$ cat src/rtl/tile_k_accumulator_pkg.sv
// ----------------------------------------------------------------------------
// tile_k_accumulator_pkg
//   Shared definitions for the K-dimension tile accumulator:
//   - FSM state encoding (IDLE=0, LOAD=1, ACC=2, EMIT=3)
//   - default geometry parameters
//   - saturation bound helpers for a given lane width
// ----------------------------------------------------------------------------
package tile_k_accumulator_pkg;

    typedef enum logic [1:0] {
        ST_IDLE = 2'd0,
        ST_LOAD = 2'd1,
        ST_ACC  = 2'd2,
        ST_EMIT = 2'd3
    } state_t;

    localparam int DEF_ARRAY_SIZE  = 4;
    localparam int DEF_ACC_WIDTH   = 32;
    localparam int DEF_TILE_ROWS   = 4;
    localparam int DEF_K_CNT_WIDTH = 8;
    localparam int DEF_SATURATE    = 1;

    // Width of a lane slice holding the widest supported accumulator.
    localparam int MAX_ACC_WIDTH   = 64;

    // Largest positive value of a signed lane of width w, right-aligned.
    function automatic logic [MAX_ACC_WIDTH-1:0] sat_max(input int w);
        logic [MAX_ACC_WIDTH-1:0] v;
        v = '0;
        for (int i = 0; i < w - 1; i++) begin
            v[i] = 1'b1;
        end
        return v;
    endfunction

    // Most negative value of a signed lane of width w, right-aligned.
    function automatic logic [MAX_ACC_WIDTH-1:0] sat_min(input int w);
        logic [MAX_ACC_WIDTH-1:0] v;
        v = '0;
        v[w-1] = 1'b1;
        return v;
    endfunction

endpackage

$ cat src/rtl/tile_k_accumulator_lane_add.sv
// ----------------------------------------------------------------------------
// acc_lane_add
//   One signed lane adder with overflow detection and optional saturation.
//   Ports:
//     i_a, i_b  signed ACC_WIDTH operands
//     o_sum     i_a + i_b, clamped to the signed range when SATURATE != 0,
//               otherwise two's-complement wrap
//     o_ovf     operands share a sign and the raw result sign differs
// ----------------------------------------------------------------------------
module acc_lane_add
    import tile_k_accumulator_pkg::*;
#(
    parameter int ACC_WIDTH = DEF_ACC_WIDTH,
    parameter int SATURATE  = DEF_SATURATE
) (
    input  logic [ACC_WIDTH-1:0] i_a,
    input  logic [ACC_WIDTH-1:0] i_b,
    output logic [ACC_WIDTH-1:0] o_sum,
    output logic                 o_ovf
);

    localparam int MSB = ACC_WIDTH - 1;

    localparam logic [MAX_ACC_WIDTH-1:0] SAT_MAX_FULL = sat_max(ACC_WIDTH);
    localparam logic [MAX_ACC_WIDTH-1:0] SAT_MIN_FULL = sat_min(ACC_WIDTH);
    localparam logic [ACC_WIDTH-1:0]     SAT_MAX      = SAT_MAX_FULL[ACC_WIDTH-1:0];
    localparam logic [ACC_WIDTH-1:0]     SAT_MIN      = SAT_MIN_FULL[ACC_WIDTH-1:0];

    logic [ACC_WIDTH-1:0] w_raw;

    assign w_raw = i_a + i_b;
    assign o_ovf = (i_a[MSB] == i_b[MSB]) && (w_raw[MSB] != i_a[MSB]);

    generate
        if (SATURATE != 0) begin : g_sat
            // On overflow both operands had the sign of i_a, so it picks the rail.
            assign o_sum = o_ovf ? (i_a[MSB] ? SAT_MIN : SAT_MAX) : w_raw;
        end else begin : g_wrap
            assign o_sum = w_raw;
        end
    endgenerate

endmodule

$ cat src/rtl/tile_k_accumulator.sv
// ----------------------------------------------------------------------------
// tile_k_accumulator
//   Streaming K-dimension accumulator between the MXU result port and the
//   SRAM write path. Sums K partial-product tiles (TILE_ROWS rows of
//   ARRAY_SIZE signed lanes) into a row buffer and emits the final tile once,
//   passing the last partial tile straight through the adders.
//
//   Ports:
//     clk, rst                  clock, asynchronous active-high reset
//     i_cfg_start               pulse in IDLE: latch cfg, begin a tile
//     i_cfg_k_tiles             partial tiles to sum (0 flags error)
//     i_cfg_preload             first tile adds onto preloaded rows
//     i_pre_valid/o_pre_ready   preload row handshake (LOAD only)
//     i_pre_data                preload row, lane 0 in LSBs
//     i_in_valid/o_in_ready     partial-sum row handshake
//     i_in_data                 partial-sum row, lane 0 in LSBs
//     o_out_valid/i_out_ready   final row handshake (EMIT only)
//     o_out_data                final row, combinational from in + buffer
//     o_out_row, o_out_last     row index of o_out_data, last-row flag
//     o_busy                    state != IDLE
//     o_done                    one-cycle pulse after the tile completes
//     o_error                   sticky: started with k_tiles == 0
//     o_ovf                     sticky: a lane overflowed during this tile
//
//   state | meaning
//   ------+-----------------------------------------------------------
//   IDLE  | waiting for i_cfg_start
//   LOAD  | writing preload rows into the buffer
//   ACC   | accumulating tiles 0..K-2 into the buffer
//   EMIT  | last tile: buffer + input flows out, buffer untouched
// ----------------------------------------------------------------------------
module tile_k_accumulator
    import tile_k_accumulator_pkg::*;
#(
    parameter int ARRAY_SIZE  = DEF_ARRAY_SIZE,
    parameter int ACC_WIDTH   = DEF_ACC_WIDTH,
    parameter int TILE_ROWS   = DEF_TILE_ROWS,
    parameter int K_CNT_WIDTH = DEF_K_CNT_WIDTH,
    parameter int SATURATE    = DEF_SATURATE
) (
    input  logic                                clk,
    input  logic                                rst,
    input  logic                                i_cfg_start,
    input  logic [K_CNT_WIDTH-1:0]              i_cfg_k_tiles,
    input  logic                                i_cfg_preload,
    input  logic                                i_pre_valid,
    output logic                                o_pre_ready,
    input  logic [ARRAY_SIZE*ACC_WIDTH-1:0]     i_pre_data,
    input  logic                                i_in_valid,
    output logic                                o_in_ready,
    input  logic [ARRAY_SIZE*ACC_WIDTH-1:0]     i_in_data,
    output logic                                o_out_valid,
    input  logic                                i_out_ready,
    output logic [ARRAY_SIZE*ACC_WIDTH-1:0]     o_out_data,
    output logic [$clog2(TILE_ROWS)-1:0]        o_out_row,
    output logic                                o_out_last,
    output logic                                o_busy,
    output logic                                o_done,
    output logic                                o_error,
    output logic                                o_ovf
);

    localparam int                 DW       = ARRAY_SIZE * ACC_WIDTH;
    localparam int                 RW       = $clog2(TILE_ROWS);
    localparam logic [RW-1:0]      ROW_LAST = RW'(TILE_ROWS - 1);
    localparam logic [K_CNT_WIDTH-1:0] K_ONE = K_CNT_WIDTH'(1);

    state_t                  r_state;
    logic [RW-1:0]           r_row;
    logic [K_CNT_WIDTH-1:0]  r_k;
    logic [K_CNT_WIDTH-1:0]  r_k_tiles;
    logic                    r_preload;
    logic                    r_done;
    logic                    r_error;
    logic                    r_ovf;
    logic [DW-1:0]           r_buf [TILE_ROWS];

    logic [DW-1:0]           w_buf_rd;
    logic [DW-1:0]           w_sum;
    logic [ARRAY_SIZE-1:0]   w_lane_ovf;
    logic                    w_first;
    logic [DW-1:0]           w_result;
    logic                    w_res_ovf;
    logic                    w_pre_hs;
    logic                    w_acc_hs;
    logic                    w_emit_hs;
    logic                    w_row_last;
    logic [K_CNT_WIDTH-1:0]  w_k_next;
    logic [K_CNT_WIDTH-1:0]  w_k_final;

    assign w_buf_rd = r_buf[r_row];

    generate
        for (genvar l = 0; l < ARRAY_SIZE; l++) begin : g_lane
            acc_lane_add #(
                .ACC_WIDTH (ACC_WIDTH),
                .SATURATE  (SATURATE)
            ) u_add (
                .i_a   (w_buf_rd[l*ACC_WIDTH +: ACC_WIDTH]),
                .i_b   (i_in_data[l*ACC_WIDTH +: ACC_WIDTH]),
                .o_sum (w_sum[l*ACC_WIDTH +: ACC_WIDTH]),
                .o_ovf (w_lane_ovf[l])
            );
        end
    endgenerate

    // First tile with no preload overwrites the buffer. In EMIT this same
    // condition only holds for K==1 without preload, where the input passes
    // through untouched.
    assign w_first    = (r_k == '0) && !r_preload;
    assign w_result   = w_first ? i_in_data : w_sum;
    assign w_res_ovf  = !w_first && (|w_lane_ovf);

    assign w_pre_hs   = (r_state == ST_LOAD) && i_pre_valid;
    assign w_acc_hs   = (r_state == ST_ACC)  && i_in_valid;
    assign w_emit_hs  = (r_state == ST_EMIT) && i_in_valid && i_out_ready;
    assign w_row_last = (r_row == ROW_LAST);
    assign w_k_next   = r_k + K_ONE;
    assign w_k_final  = r_k_tiles - K_ONE;

    assign o_pre_ready = (r_state == ST_LOAD);
    assign o_in_ready  = (r_state == ST_ACC) || ((r_state == ST_EMIT) && i_out_ready);
    assign o_out_valid = (r_state == ST_EMIT) && i_in_valid;
    assign o_out_data  = (r_state == ST_EMIT) ? w_result : '0;
    assign o_out_row   = r_row;
    assign o_out_last  = (r_state == ST_EMIT) && w_row_last;
    assign o_busy      = (r_state != ST_IDLE);
    assign o_done      = r_done;
    assign o_error     = r_error;
    assign o_ovf       = r_ovf;

    // Row buffer: data only, no reset.
    always_ff @(posedge clk) begin
        if (w_pre_hs) begin
            r_buf[r_row] <= i_pre_data;
        end else if (w_acc_hs) begin
            r_buf[r_row] <= w_result;
        end
    end

    always_ff @(posedge clk or posedge rst) begin
        if (rst) begin
            r_state   <= ST_IDLE;
            r_row     <= '0;
            r_k       <= '0;
            r_k_tiles <= '0;
            r_preload <= 1'b0;
            r_done    <= 1'b0;
            r_error   <= 1'b0;
            r_ovf     <= 1'b0;
        end else begin
            r_done <= 1'b0;
            case (r_state)
                ST_IDLE: begin
                    if (i_cfg_start) begin
                        r_ovf     <= 1'b0;
                        r_k       <= '0;
                        r_row     <= '0;
                        r_k_tiles <= i_cfg_k_tiles;
                        r_preload <= i_cfg_preload;
                        if (i_cfg_k_tiles == '0) begin
                            r_error <= 1'b1;
                            r_done  <= 1'b1;
                        end else begin
                            r_error <= 1'b0;
                            if (i_cfg_preload) begin
                                r_state <= ST_LOAD;
                            end else if (i_cfg_k_tiles == K_ONE) begin
                                r_state <= ST_EMIT;
                            end else begin
                                r_state <= ST_ACC;
                            end
                        end
                    end
                end

                ST_LOAD: begin
                    if (i_pre_valid) begin
                        if (w_row_last) begin
                            r_row   <= '0;
                            r_state <= (r_k_tiles == K_ONE) ? ST_EMIT : ST_ACC;
                        end else begin
                            r_row <= r_row + 1'b1;
                        end
                    end
                end

                ST_ACC: begin
                    if (i_in_valid) begin
                        if (w_res_ovf) begin
                            r_ovf <= 1'b1;
                        end
                        if (w_row_last) begin
                            r_row <= '0;
                            r_k   <= w_k_next;
                            if (w_k_next == w_k_final) begin
                                r_state <= ST_EMIT;
                            end
                        end else begin
                            r_row <= r_row + 1'b1;
                        end
                    end
                end

                ST_EMIT: begin
                    if (w_emit_hs) begin
                        if (w_res_ovf) begin
                            r_ovf <= 1'b1;
                        end
                        if (w_row_last) begin
                            r_row   <= '0;
                            r_k     <= '0;
                            r_state <= ST_IDLE;
                            r_done  <= 1'b1;
                        end else begin
                            r_row <= r_row + 1'b1;
                        end
                    end
                end

                default: begin
                    r_state <= ST_IDLE;
                end
            endcase
        end
    end

endmodule

$ cat config.mk
export PLATFORM = sky130hd
export DESIGN_NAME = tile_k_accumulator
export DESIGN_NICKNAME = d
export VERILOG_FILES = /design/src/rtl/tile_k_accumulator_pkg.sv /design/src/rtl/tile_k_accumulator_lane_add.sv /design/src/rtl/tile_k_accumulator.sv
export SDC_FILE = /design/constraint.sdc
export NUM_CORES = 1
export LEC_CHECK = 0
export ABC_CLOCK_PERIOD_IN_PS = 8350
export CORE_MARGIN = 10
export CORE_UTILIZATION = 50
export DETAILED_ROUTE_END_ITERATION = 16
export PLACE_DENSITY = 0.86
export SYNTH_ARGS = -nofsm -noshare
export SYNTH_HDL_FRONTEND = slang
export SYNTH_SLANG_ARGS = --single-unit
$ cat constraint.sdc
create_clock -name clk -period 8.35 [get_ports clk]
set_input_delay 1.67 -clock clk [delete_from_list [all_inputs] [get_ports clk]]
set_output_delay 1.67 -clock clk [all_outputs]
set_load 0.02 [all_outputs]
==> results.json <==
{
  "routed-wl-met3_um": 7460,
  "reg2reg_slack_ns": 2.77,
  "min_to": "o_error",
  "syn_nets": 2970,
  "dpl.hpwl_um": 63700,
  "met1_length_um": 35200,
  "cts-root-buf": "clkbuf_16",
  "slew_headroom": 0.156,
  "fmax_ghz": 0.127,
  "ys_async_sr_fraction": 0.0448,
  "crit_slowest_cell": "dfrtp_4",
  "pin_count": 409,
  "synth_area_per_cell_sq_um": 12.0,
  "hold_viol": 0,
  "die_x_um": 268,
  "fin_crit_sh": 0.941,
  "start_util": 0.508,
  "final_max_slew_viol_count": 0,
  "cp_max_fo": 20,
  "yosysMostFrequentCell": "edfxtp_1",
  "area_growth_syn_to_layout_pct": 22.1,
  "path_class": "reg2out",
  "skew_ns": 0.0172,
  "hold_depth": 2,
  "outcome": "finished, final reports clean",
  "setup_ws_ns": 0.494,
  "rr_endpoint": "r_buf[3][91]",
  "grt_pass1_wl_um": 140000,
  "powerDensity_nw_per_um2": 427,
  "netlist_instances": 2558,
  "clk_path_buf_depth": 3,
  "hp-class": "reg2reg",
  "htree_levels": 2,
  "top_layer_used": "met5",
  "setup_tns_ns": 0,
  "rr_startpoint": "o_out_row[0]",
  "ctsHoldBuffers": 0,
  "crit_required_ns": 6.68,
  "grt_start_max_net_pins": 90,
  "cts_sinks": 536,
  "worst_pin_slew_ns": 1.25,
  "cpMostUsedCell": "a31oi_1",
  "finalSetupViolCount": 0,
  "crit_path_max_incr_delay_ns": 0.75,
  "gp_congestion": 0.939,
  "endpoint_kind": "output port",
  "die-area_sq_um": 72000,
  "nets": 3347,
  "synth_cell_types": 83,
  "dr_wl_met2_um": 46500,
  "cts_tree": "done",
  "drt_iter0_markers": 2252,
  "grt_pass1_vias": 24600,
  "grt_util_all_layers": 0.248,
  "cts_resized": 0,
  "synth-edff-count": 512,
  "rsz0062_at_grt": "false",
  "synthTopCellsByCount": "edfxtp_1, nand2_1, a21oi_1",
  "cts.clk_slew.worst_paths_ns": 0.06,
  "syn-cell-area_sq_um": 30800,
  "min-delay-start": "o_error",
  "irDropWorstVdd_v": 0.000288,
  "hold-worst-slack_ns": 0.494,
  "dominantRegCellSynth": "edfxtp_1",
  "post-route-util": 0.620,
  "core_sq_um": 60700,
  "vias": 23700,
  "final.min_clock_period_ns": 7.86,
  "clock_latency_ns": 0.62,
  "synth_top_area_frac": 0.499,
  "startpoint_type": "flip-flop",
  "antenna_found_initial": 2,
  "maxCapViolCount": 0,
  "drt-wirelength-per-cell_um": 24.4,
  "cts_buffers": 57,
  "synth-seq-area-share": 0.518,
  "io_buffers": 408,
  "ys_seq_elements": 536,
  "place_ws_ns": 0.601,
  "overflow": 0,
  "die_h_um": 268,
  "yosys_warnings": 0,
  "via_per_inst": 6.31,
  "crit_arrival_ns": 6.19,
  "drc_errors": 0,
  "synth_top_area_cell": "edfxtp_1",
  "firstDrtPassIters": 7,
  "r2r_cells": 12,
  "leakagePower_nw": 13.6,
  "placementRows": 90,
  "wirelength_um": 91700,
  "drive_gt1_frac": 0.124,
  "postRouteAntennaNets": 0,
  "synthTopCellsByArea": "edfxtp_1, mux4_2, ha_1",
  "power.total_mw": 16.1,
  "worstPathCellList": "buf_4, mux4_2, ha_1, a211oi_1, o211ai_1, a21oi_1, a31oi_1, a21o_1, or2_2, a21oi_2, a31oi_1, nor2_1, clkdlybuf4s50_1"
}
-- how the worst max path moves through the flow --
stage                   from               to  slack, ns  depth (start not counted)
6_report        o_out_row[0]   o_out_data[94]       0.49                         13
5_1_grt        i_in_data[96]  o_out_data[120]       0.11                         13
4_1_cts         o_out_row[0]   o_out_data[94]       0.15                         15
3_5_place_dp   i_in_data[96]  o_out_data[124]       0.60                         13
3_3_place_gp   i_in_data[96]  o_out_data[124]       0.64                         13
2_1_floorplan     i_in_valid      r_buf[0][0]       0.13                          3
-- kinds of logic (layout without fill, tap and decap cells) --
logic type | count (synthesis) | after routing | synth area share
compound gates | 707 | 707 | 0.148
xor+xnor | 118 | 118 | 0.0335
fa+ha+maj | 141 | 141 | 0.0582
buf+inv | 188 | 608 | 0.0242
flops | 536 | 536 | 0.518
mux | 184 | 184 | 0.114
other cells | 0 | 1 | 0
simple gates | 684 | 684 | 0.104
-- area by class of cell --
type / count / area [sq um]
diodes: 1 / 2.50
clock buffers: 61 / 1450
clock inverters: 41 / 365
fillers: 4493 / 23100
inverters: 58 / 218
multi-input cells: 1834 / 14200
flip-flops and latches: 536 / 16000
well taps: 782 / 978
repair buffers: 448 / 4450
-- metal layers --
metal / up-vias / GRT usage
met2: 1137 / 0.440
li1: 10600 / -
met5: - / 0
met1: 11800 / 0.302
met3: 189 / 0.0486
met4: 2 / 0.0737
-- critical path: cells and delay by family (launching register included) --
| family | cells | cell delay (ns) |
|---|---|---|
| flops | 1 | 0.75 |
| simple gates | 2 | 0.62 |
| mux | 1 | 0.56 |
| buf+inv | 2 | 1.01 |
| compound gates | 7 | 2.33 |
| fa+ha+maj | 1 | 0.31 |
-- state kept, by name, indices dropped and copies added, names as in the netlist --
name       count
r_k_tiles      8
r_k            8
r_state        2
r_preload      1
o_done         1
r_buf        512
o_ovf          1
o_out_row      2
o_error        1
-- power by group --
group	internal, mW	total (mW)	switching [mW]
Sequential	4.32	4.58	0.262
Combinational	3.67	8.99	5.32
Clock	1.41	2.47	1.06
Total	9.41	16.1	6.64
-- metrics by stage --
stage          instance area [sq um]  cells
5_1_grt                        37600   3760
6_report                       37600   3761
3_5_place_dp                   35800   3657
3_3_place_gp                   35800   3657
2_1_floorplan                  30800   2558
4_1_cts                        37600   3759
-- timing repair --
action,CTS,global route
hold endpoints to repair,0,0
setup buffers,0,1
setup endpoints to repair,0,14
-- cell usage in the layout, fill, tap and decap left out, types with 16 or more instances in the layout --
cell type	instances
ha_1	136
nand3_1	35
inv_1	57
mux2_2	53
o211ai_1	36
nand2_1	236
and3_1	16
nor3_1	57
buf_4	35
clkdlybuf4s50_1	408
a21o_1	64
dfrtp_1	22
mux4_2	127
a211oi_1	19
edfxtp_1	512
clkbuf_16	57
o21bai_1	24
o21ai_0	154
o31ai_1	32
xor2_1	38
a31oi_1	36
o21a_1	38
a21oi_1	200
nor2_1	175
xnor2_1	80
and2_1	69
(Power assumes the default switching activity.)
